`config.mk`:
```
export PLATFORM = sky130hd
export DESIGN_NAME = mac_seq_ctrl_flat
export DESIGN_NICKNAME = d
export VERILOG_FILES = /design/src/rtl/mac_seq_ctrl_if.sv /design/src/rtl/mac_seq_ctrl.sv /design/src/flat_wrapper.sv
export SDC_FILE = /design/constraint.sdc
export NUM_CORES = 1
export LEC_CHECK = 0
export ABC_CLOCK_PERIOD_IN_PS = 1800
export BUFFER_PORTS_ARGS = -buffer_cell sky130_fd_sc_hd__buf_2
export CORE_AREA = 2 2 46 48
export DETAILED_ROUTE_END_ITERATION = 10
export DIE_AREA = 0 0 48 50
export PLACE_DENSITY = 0.68
export SLEW_MARGIN = 20
export SYNTH_ARGS = -nofsm -noshare
export SYNTH_HDL_FRONTEND = slang
export SYNTH_SLANG_ARGS = --single-unit
```
`constraint.sdc`:
```
create_clock -name clk -period 1.8 [get_ports clk]
set_clock_uncertainty 0.05 [all_clocks]
set_input_delay 0.27 -clock clk [delete_from_list [all_inputs] [get_ports clk]]
set_output_delay 0.27 -clock clk [all_outputs]
set_load 0.005 [all_outputs]
```
`src/rtl/mac_seq_ctrl_if.sv`:
```
// Handshake bundle between the MAC sequencer and its host / datapath.
// The master drives the job controls and mul_done; the slave is the sequencer.
interface mac_seq_ctrl_if #(
  parameter int unsigned CNT_W = 4
);
  logic             start;
  logic             abort;
  logic             continuous;
  logic             mul_done;
  logic             busy;
  logic             done;
  logic             acc_clr_n;
  logic             load_op;
  logic             begin_mul;
  logic             add;
  logic [CNT_W-1:0] term_idx;
  logic             timeout_err;

  modport master (
    output start, abort, continuous, mul_done,
    input  busy, done, acc_clr_n, load_op, begin_mul, add, term_idx, timeout_err
  );

  modport slave (
    input  start, abort, continuous, mul_done,
    output busy, done, acc_clr_n, load_op, begin_mul, add, term_idx, timeout_err
  );
endinterface

```
`src/rtl/mac_seq_ctrl.sv`:
```
// Sequencer for an N-term multiply-accumulate job: clear, then per term load/launch/wait/add.
// Moore outputs decoded from the state register; multiplier watchdog drops into a sticky error.
module mac_seq_ctrl #(
  parameter int unsigned NUM_TERMS   = 10,
  parameter int unsigned CNT_W       = 4,
  parameter int unsigned MUL_TIMEOUT = 64,
  parameter int unsigned TO_W        = 7
) (
  input logic           clk,
  input logic           reset,
  mac_seq_ctrl_if.slave bus
);

  typedef enum logic [2:0] {
    StIdle = 3'd0,
    StInit = 3'd1,
    StLoad = 3'd2,
    StRun  = 3'd3,
    StWait = 3'd4,
    StAdd  = 3'd5,
    StDone = 3'd6,
    StErr  = 3'd7
  } state_e;

  localparam logic [CNT_W-1:0] IdxLast  = CNT_W'(NUM_TERMS - 1);
  // Guarded so a disabled watchdog (MUL_TIMEOUT == 0) never wraps to all-ones.
  localparam logic [TO_W-1:0]  WdogLast = TO_W'((MUL_TIMEOUT == 0) ? 0 : MUL_TIMEOUT - 1);

  state_e           state_q, state_d;
  logic [CNT_W-1:0] idx_q, idx_d;
  logic [TO_W-1:0]  wdog_q, wdog_d;

  always_ff @(posedge clk or negedge reset) begin
    if (!reset) begin
      state_q <= StIdle;
      idx_q   <= '0;
      wdog_q  <= '0;
    end else begin
      state_q <= state_d;
      idx_q   <= idx_d;
      wdog_q  <= wdog_d;
    end
  end

  always_comb begin
    state_d = state_q;
    idx_d   = idx_q;
    wdog_d  = wdog_q;
    if (bus.abort && (state_q != StIdle)) begin
      state_d = StIdle;
      idx_d   = '0;
    end else begin
      case (state_q)
        StIdle: if (bus.start) state_d = StInit;
        StInit: begin
          idx_d   = '0;
          state_d = StLoad;
        end
        StLoad: state_d = StRun;
        StRun: begin
          wdog_d  = '0;
          state_d = StWait;
        end
        StWait: begin
          if (bus.mul_done) begin
            state_d = StAdd;
          end else if ((MUL_TIMEOUT != 0) && (wdog_q == WdogLast)) begin
            state_d = StErr;
          end else begin
            wdog_d = wdog_q + TO_W'(1);
          end
        end
        StAdd: begin
          if (idx_q == IdxLast) begin
            state_d = StDone;
          end else begin
            idx_d   = idx_q + CNT_W'(1);
            state_d = StLoad;
          end
        end
        StDone: state_d = bus.continuous ? StInit : StIdle;
        StErr:  if (bus.start) state_d = StInit;
        default: begin
          state_d = StIdle;
          idx_d   = '0;
        end
      endcase
    end
  end

  assign bus.busy        = (state_q != StIdle) && (state_q != StErr);
  assign bus.done        = (state_q == StDone);
  // Reset term keeps the accumulator cleared while reset is held, independent of the clock.
  assign bus.acc_clr_n   = reset && (state_q != StInit);
  assign bus.load_op     = (state_q == StLoad);
  assign bus.begin_mul   = (state_q == StRun);
  assign bus.add         = (state_q == StAdd);
  assign bus.term_idx    = idx_q;
  assign bus.timeout_err = (state_q == StErr);

endmodule

```
`src/flat_wrapper.sv`:
```
// flat-port wrapper written by rule: the top's interface ports become plain ports
module mac_seq_ctrl_flat 
#(
  parameter int unsigned NUM_TERMS   = 10,
  parameter int unsigned CNT_W       = 4,
  parameter int unsigned MUL_TIMEOUT = 64,
  parameter int unsigned TO_W        = 7
)
  (clk, reset, bus_start, bus_abort, bus_continuous, bus_mul_done, bus_busy, bus_done, bus_acc_clr_n, bus_load_op, bus_begin_mul, bus_add, bus_term_idx, bus_timeout_err);
  mac_seq_ctrl_if #(.CNT_W(CNT_W)) bus_i ();
  input logic clk;
  input logic reset;
  input wire logic [$bits(bus_i.start)-1:0] bus_start;
  input wire logic [$bits(bus_i.abort)-1:0] bus_abort;
  input wire logic [$bits(bus_i.continuous)-1:0] bus_continuous;
  input wire logic [$bits(bus_i.mul_done)-1:0] bus_mul_done;
  output wire logic [$bits(bus_i.busy)-1:0] bus_busy;
  output wire logic [$bits(bus_i.done)-1:0] bus_done;
  output wire logic [$bits(bus_i.acc_clr_n)-1:0] bus_acc_clr_n;
  output wire logic [$bits(bus_i.load_op)-1:0] bus_load_op;
  output wire logic [$bits(bus_i.begin_mul)-1:0] bus_begin_mul;
  output wire logic [$bits(bus_i.add)-1:0] bus_add;
  output wire logic [$bits(bus_i.term_idx)-1:0] bus_term_idx;
  output wire logic [$bits(bus_i.timeout_err)-1:0] bus_timeout_err;
  assign bus_i.start = bus_start;
  assign bus_i.abort = bus_abort;
  assign bus_i.continuous = bus_continuous;
  assign bus_i.mul_done = bus_mul_done;
  assign bus_busy = bus_i.busy;
  assign bus_done = bus_i.done;
  assign bus_acc_clr_n = bus_i.acc_clr_n;
  assign bus_load_op = bus_i.load_op;
  assign bus_begin_mul = bus_i.begin_mul;
  assign bus_add = bus_i.add;
  assign bus_term_idx = bus_i.term_idx;
  assign bus_timeout_err = bus_i.timeout_err;
  mac_seq_ctrl #(.NUM_TERMS(NUM_TERMS), .CNT_W(CNT_W), .MUL_TIMEOUT(MUL_TIMEOUT), .TO_W(TO_W)) u_core (.clk(clk), .reset(reset), .bus(bus_i));
endmodule
```
* Yosys cells after proc, flatten, opt, wreduce, memory -nomap -nowiden *
Index checks and enable logic that the tools add are counted.

cells by class
  mux-type cells = 13
  equality and inequality tests = 16
  reduce and logical (&&, ||, !) cells = 11
  bitwise logic cells = 1
  add/sub/neg operators = 2

operator list
  operator             number
  $pmux 3 s7           1
  $mux 3               5
  $mux 7               2
  $pmux 7 s2           1
  $eq 3x3->1 const B   4
  $mux 4               2
  $pmux 4 s2           1
  $add 7x1->7 const B  1
  $eq 7x6->1 const B   1
  $eq 3x2->1 const B   2
  $ne 3x1->1 const B   2
  $reduce_bool 3->1    2
  $add 4x1->4 const B  1
  $eq 4x4->1 const B   1
  $ne 2x2->1 const B   2
  $ne 4x2->1 const B   1
  $reduce_and 2->1     2
  $reduce_and 4->1     1
  $eq 3x1->1 const B   1
  $logic_and 1x1->1    3
  $logic_not 3->1      1
  $ne 3x2->1 const B   1
  $ne 3x3->1 const B   1
  $reduce_bool 2->1    1
  other kinds (3)      3

storage, ports and cells
  bits in registers = 14
  output and inout bits = 11
  logic and storage cells = 46

* Longest topological paths before layout *
  word-level depth = 5
  gate-level depth with buffers = 6
  mapped depth without buffers = 6

* Least setup slack after synthesis *
No wires, ideal clock.

  kind = reg2reg
  from = reg u_core.state_q[1]
  to = reg u_core.wdog_q[5]
  setup slack = 0.170 ns
  buffers on the path = 1
  library setup time = 0.071 ns
  period minus slack after synthesis = 1.630 ns
  stages on the path, launching flop included = 5
  data arrival time = 1.509 ns
  path through = dfrtp_1 -> buf_6 -> or4_1 -> or4_1 -> nand3_1

between the ends
  cells in the longest elaborated chain, start to end = 4
  elaborated cells on any way between the ends = 10
  those cells by class = eq/ne: 4; mux: 1; bitwise: 1; reduce/logical: 4

RTL lines
  what                                                      RTL line            source
  start: declaration                                        mac_seq_ctrl.sv:29  state_e state_q, state_d;
  start signal: assignment                                  mac_seq_ctrl.sv:35  state_q <= StIdle;
  start signal: assignment                                  mac_seq_ctrl.sv:39  state_q <= state_d;
  branches (longest 4 deep; another with $reduce_and 4->1)  n/a
  end signal: assignment                                    mac_seq_ctrl.sv:41  wdog_q <= wdog_d;
  end: declaration                                          mac_seq_ctrl.sv:31  logic [TO_W-1:0] wdog_q, wdog_d;

Parallel ways; which one is timed is not known.
A chain may end at the register's enable or synchronous reset.

* Worst setup path in the final report *
  from = reg u_core.state_q[0]
  to = out bus_acc_clr_n

between the ends
  cells in the longest elaborated chain, start to end = 2

RTL lines
  what               RTL line            source
  $ne 3x1->1         mac_seq_ctrl.sv:94  assign bus.acc_clr_n = reset && (state_q != StInit);
  $logic_and 1x1->1  mac_seq_ctrl.sv:94
  end: declaration   flat_wrapper.sv:19  output wire logic [$bits(bus_i.acc_clr_n)-1:0] bus_acc_clr_n;

Every way passes these cells.

==> impl_results.md <==
* Synth Area in Simple Gates at between 20% and 30%
* Nets at between 100 and 150
* Synth async-reset ratio at 100%
* Clock sink total at 14
* Total Routing Usage GR at around a fifth
* Root cell of the clock tree: clkbuf_4
* Initial DRC Count at 21
* Synth area leader: dfrtp_1
* Wire length per cell at approximately 13 µm
* Row cnt at 16
* Post-Syn Instances at 104
* Cts bufs inserted at 3
* Synth area leaders: dfrtp_1 (39%), nor2_1 (5.9%), ha_1 (4.2%), nand2_1 (3.8%), inv_1 (2.9%)
* Status: complete, no violations
* Crit start category: flip-flop
* Slew of the pin with the lowest slew margin at about 0.48 ns
* Final Critical Period at between 1.5 and 2 ns
* Vias in the first global route at roughly 790
* Reg2reg path depth at 5
* Synth Area in Adders at 4.20%
* Crit path kind: flip-flop to primary output
* Die Width at 48 µm
* Ratio of cells with drive above 1 in the final layout at 22.8%
* Setup crit end kind: primary output
* Hold path depth at 2
* Largest family of logic cells by synthesized area: simple AND/OR/NAND/NOR gates
* # IOs at 17
* Post-CTS Setup Bufs at 0
* CTS tree: done
* Reg clk slew, reported paths at about 0.08 ns
* Post-DP HPWL at around 1500 µm
* Synth-to-layout area growth at 20.6%
* Global-route wire length before repair at 3390 µm
* Grt total ovfl at 0
* Pwr Density at around 1000 mW/mm²
* Via count of the routed design at 852
* Initial cell density of the core at 47.0%
* Fmax at 604 MHz
* Setup violators final at 0
* Critical path's slowest cell: dfrtp_1
* RePlAce Congestion at between 0.8 and 0.9
* Yosys top cell area share at 39.2%
* Largest net degree at the start of global routing at 17
* Die ar. at approximately 0.0024 mm²
* Most Used Layer, Global Route: met2
* Ant. Diodes at 0
* CP Cell Sequence: buf_4 > nor2b_2 > a21boi_0 > buf_2
* Die Height at about 50 µm
* Max FO, Critical Path at 15
* Worst min-delay path class: primary input to flip-flop
* H-tree depth at 1
* Max incr delay on CP at 0.39 ns
* Residual DRC at 0
* Ys Warns at 0
* DR vias/cell at roughly 5.5
* CORE AREA at roughly 0.0019 mm²
* Top post-synthesis cells by count: dfrtp_1 (14), nor2_1 (14), nand2_1 (9)
* Port bufs at 16
* Post-synth net total at 113
* CTS Buffer Depth at 2
* Critical Path AT at around 1.3 ns
* Cell area after synthesis at about 890 µm²
* Static Leakage at 0.512 nW
* Sequential area share after synthesis at 39.2%
* Final Hold Vio Count at 0
* RSZ-0062 raised after global routing: false
* Grt met2 use at slightly above 30%
* Peak supply drop at around 0.64 mV
* Max_slew headroom at around two thirds
* Initial antenna violation count at 0
* Synth Area per Inst at approximately 8.6 µm²
* Setup TNS Final at 0 ns
* WP data required at approximately 1.5 ns
* Max cap viols at 0
* Final WL at 2010 µm
* Flops & latches, synth at 14
* Yosys cell types at 42
* Met3 Track Usage GR at under 10%
* Ys flop type: dfrtp_1
* Drt pass-1 iters at 4
* Worst-skew pair later-pin latency at approximately 0.27 ns
* Slew Limit Fails at 0
* Grt met1 use at about a quarter
* Tcrit/Tclk final at around 92%
* Compound-Gate Fraction of Synth Area at 20.3%
* End-of-flow core utilization at roughly 57%
* Number of synthesized flops with an enable pin at 0
* Post-synthesis mux area share at 2.38%
* Post-route ant nets at 0
* Post-Synth XOR/XNOR Area at slightly below 2%
-- placed cells by master, fill, tap and decap left out, types with 2 or more instances in the layout --
cell type / Yosys / final
a21boi_0: 2 / 2
a21o_1: 2 / 2
a21oi_1: 5 / 5
buf_2: 1 / 16
buf_4: 0 / 6
clkbuf_4: 0 / 3
dfrtp_1: 14 / 14
ha_1: 3 / 3
inv_1: 7 / 7
nand2_1: 9 / 9
nand3_1: 3 / 3
nor2_1: 14 / 14
nor3_1: 4 / 4
nor3b_1: 2 / 2
nor4_1: 2 / 2
o21ai_0: 5 / 5
or4_1: 2 / 2
xor2_1: 2 / 2
-- path summary, 6_finish.rpt --
path	from	slack (ns)	to
max in group asynchronous	reset	1.09	u_core.state_q[1]
max	u_core.state_q[0]	0.14	bus_acc_clr_n
max reg2reg	u_core.state_q[2]	0.18	u_core.wdog_q[2]
min reg2reg	u_core.wdog_q[0]	0.47	u_core.wdog_q[0]
min	bus_abort	0.20	u_core.state_q[1]
min in group asynchronous	reset	0.43	u_core.bus.term_idx[0]
-- cell type report --
type / count / area (µm²)
Tap cell: 27 / 33.8
Fill cell: 178 / 823
Inverter: 7 / 26.3
Clock buffer: 4 / 36.3
Multi-Input combinational cell: 79 / 497
Timing Repair Buffer: 23 / 135
Sequential cell: 14 / 350
-- layer usage --
layer | vias up | part of all wire (%)
li1 | 420 | -
met1 | 415 | 47
met4 | 0 | 0.70
met3 | 2 | 3.0
met5 | - | 0
met2 | 15 | 49
-- stage by stage --
| stage | hold WS [ns] | total power, mW | instance area, µm² | setup WS [ns] | instances |
|---|---|---|---|---|---|
| 2_1_floorplan | -0.0756 | 0.752 | 895 | 0.170 | 104 |
| 3_3_place_gp | 0.201 | 0.879 | 1030 | 0.168 | 149 |
| 3_5_place_dp | 0.192 | 0.892 | 1030 | 0.136 | 149 |
| 4_1_cts | 0.186 | 1.12 | 1080 | 0.0268 | 154 |
| 5_1_grt | 0.185 | 1.21 | 1080 | 0.00722 | 154 |
| 6_report | 0.195 | 1.12 | 1080 | 0.144 | 154 |
-- where the power goes --
part	internal, mW	switching, mW	total (mW)
logic	0.196	0.265	0.461
clock network	0.123	0.0962	0.219
registers	0.378	0.0587	0.437
-- kinds of logic after synthesis --
group,count (synthesis)
and+or+nand+nor,45
AOI/OAI and AO/OA,27
DFF,14
buffers and inverters,11
adders and majority gates,3
xor gates and xnor gates,2
muxes,2
-- critical path: cells and delay by family (launching register included) --
kind,cells,cell delay (ns)
flops,1,0.39
buf+inv,2,0.32
simple gates,1,0.19
compound gates,1,0.17
-- timing repair --
action,CTS,global route
resized for setup,0,1
hold endpoints to repair,14,0
setup endpoints to repair,0,2
hold buffers,1,0
-- sequential cells by signal, summed over array words and instances, names as in the netlist --
| register | cells |
|---|---|
| u_core.bus.term_idx | 4 |
| u_core.state_q | 3 |
| u_core.wdog_q | 7 |
(Power assumes the default switching activity.)
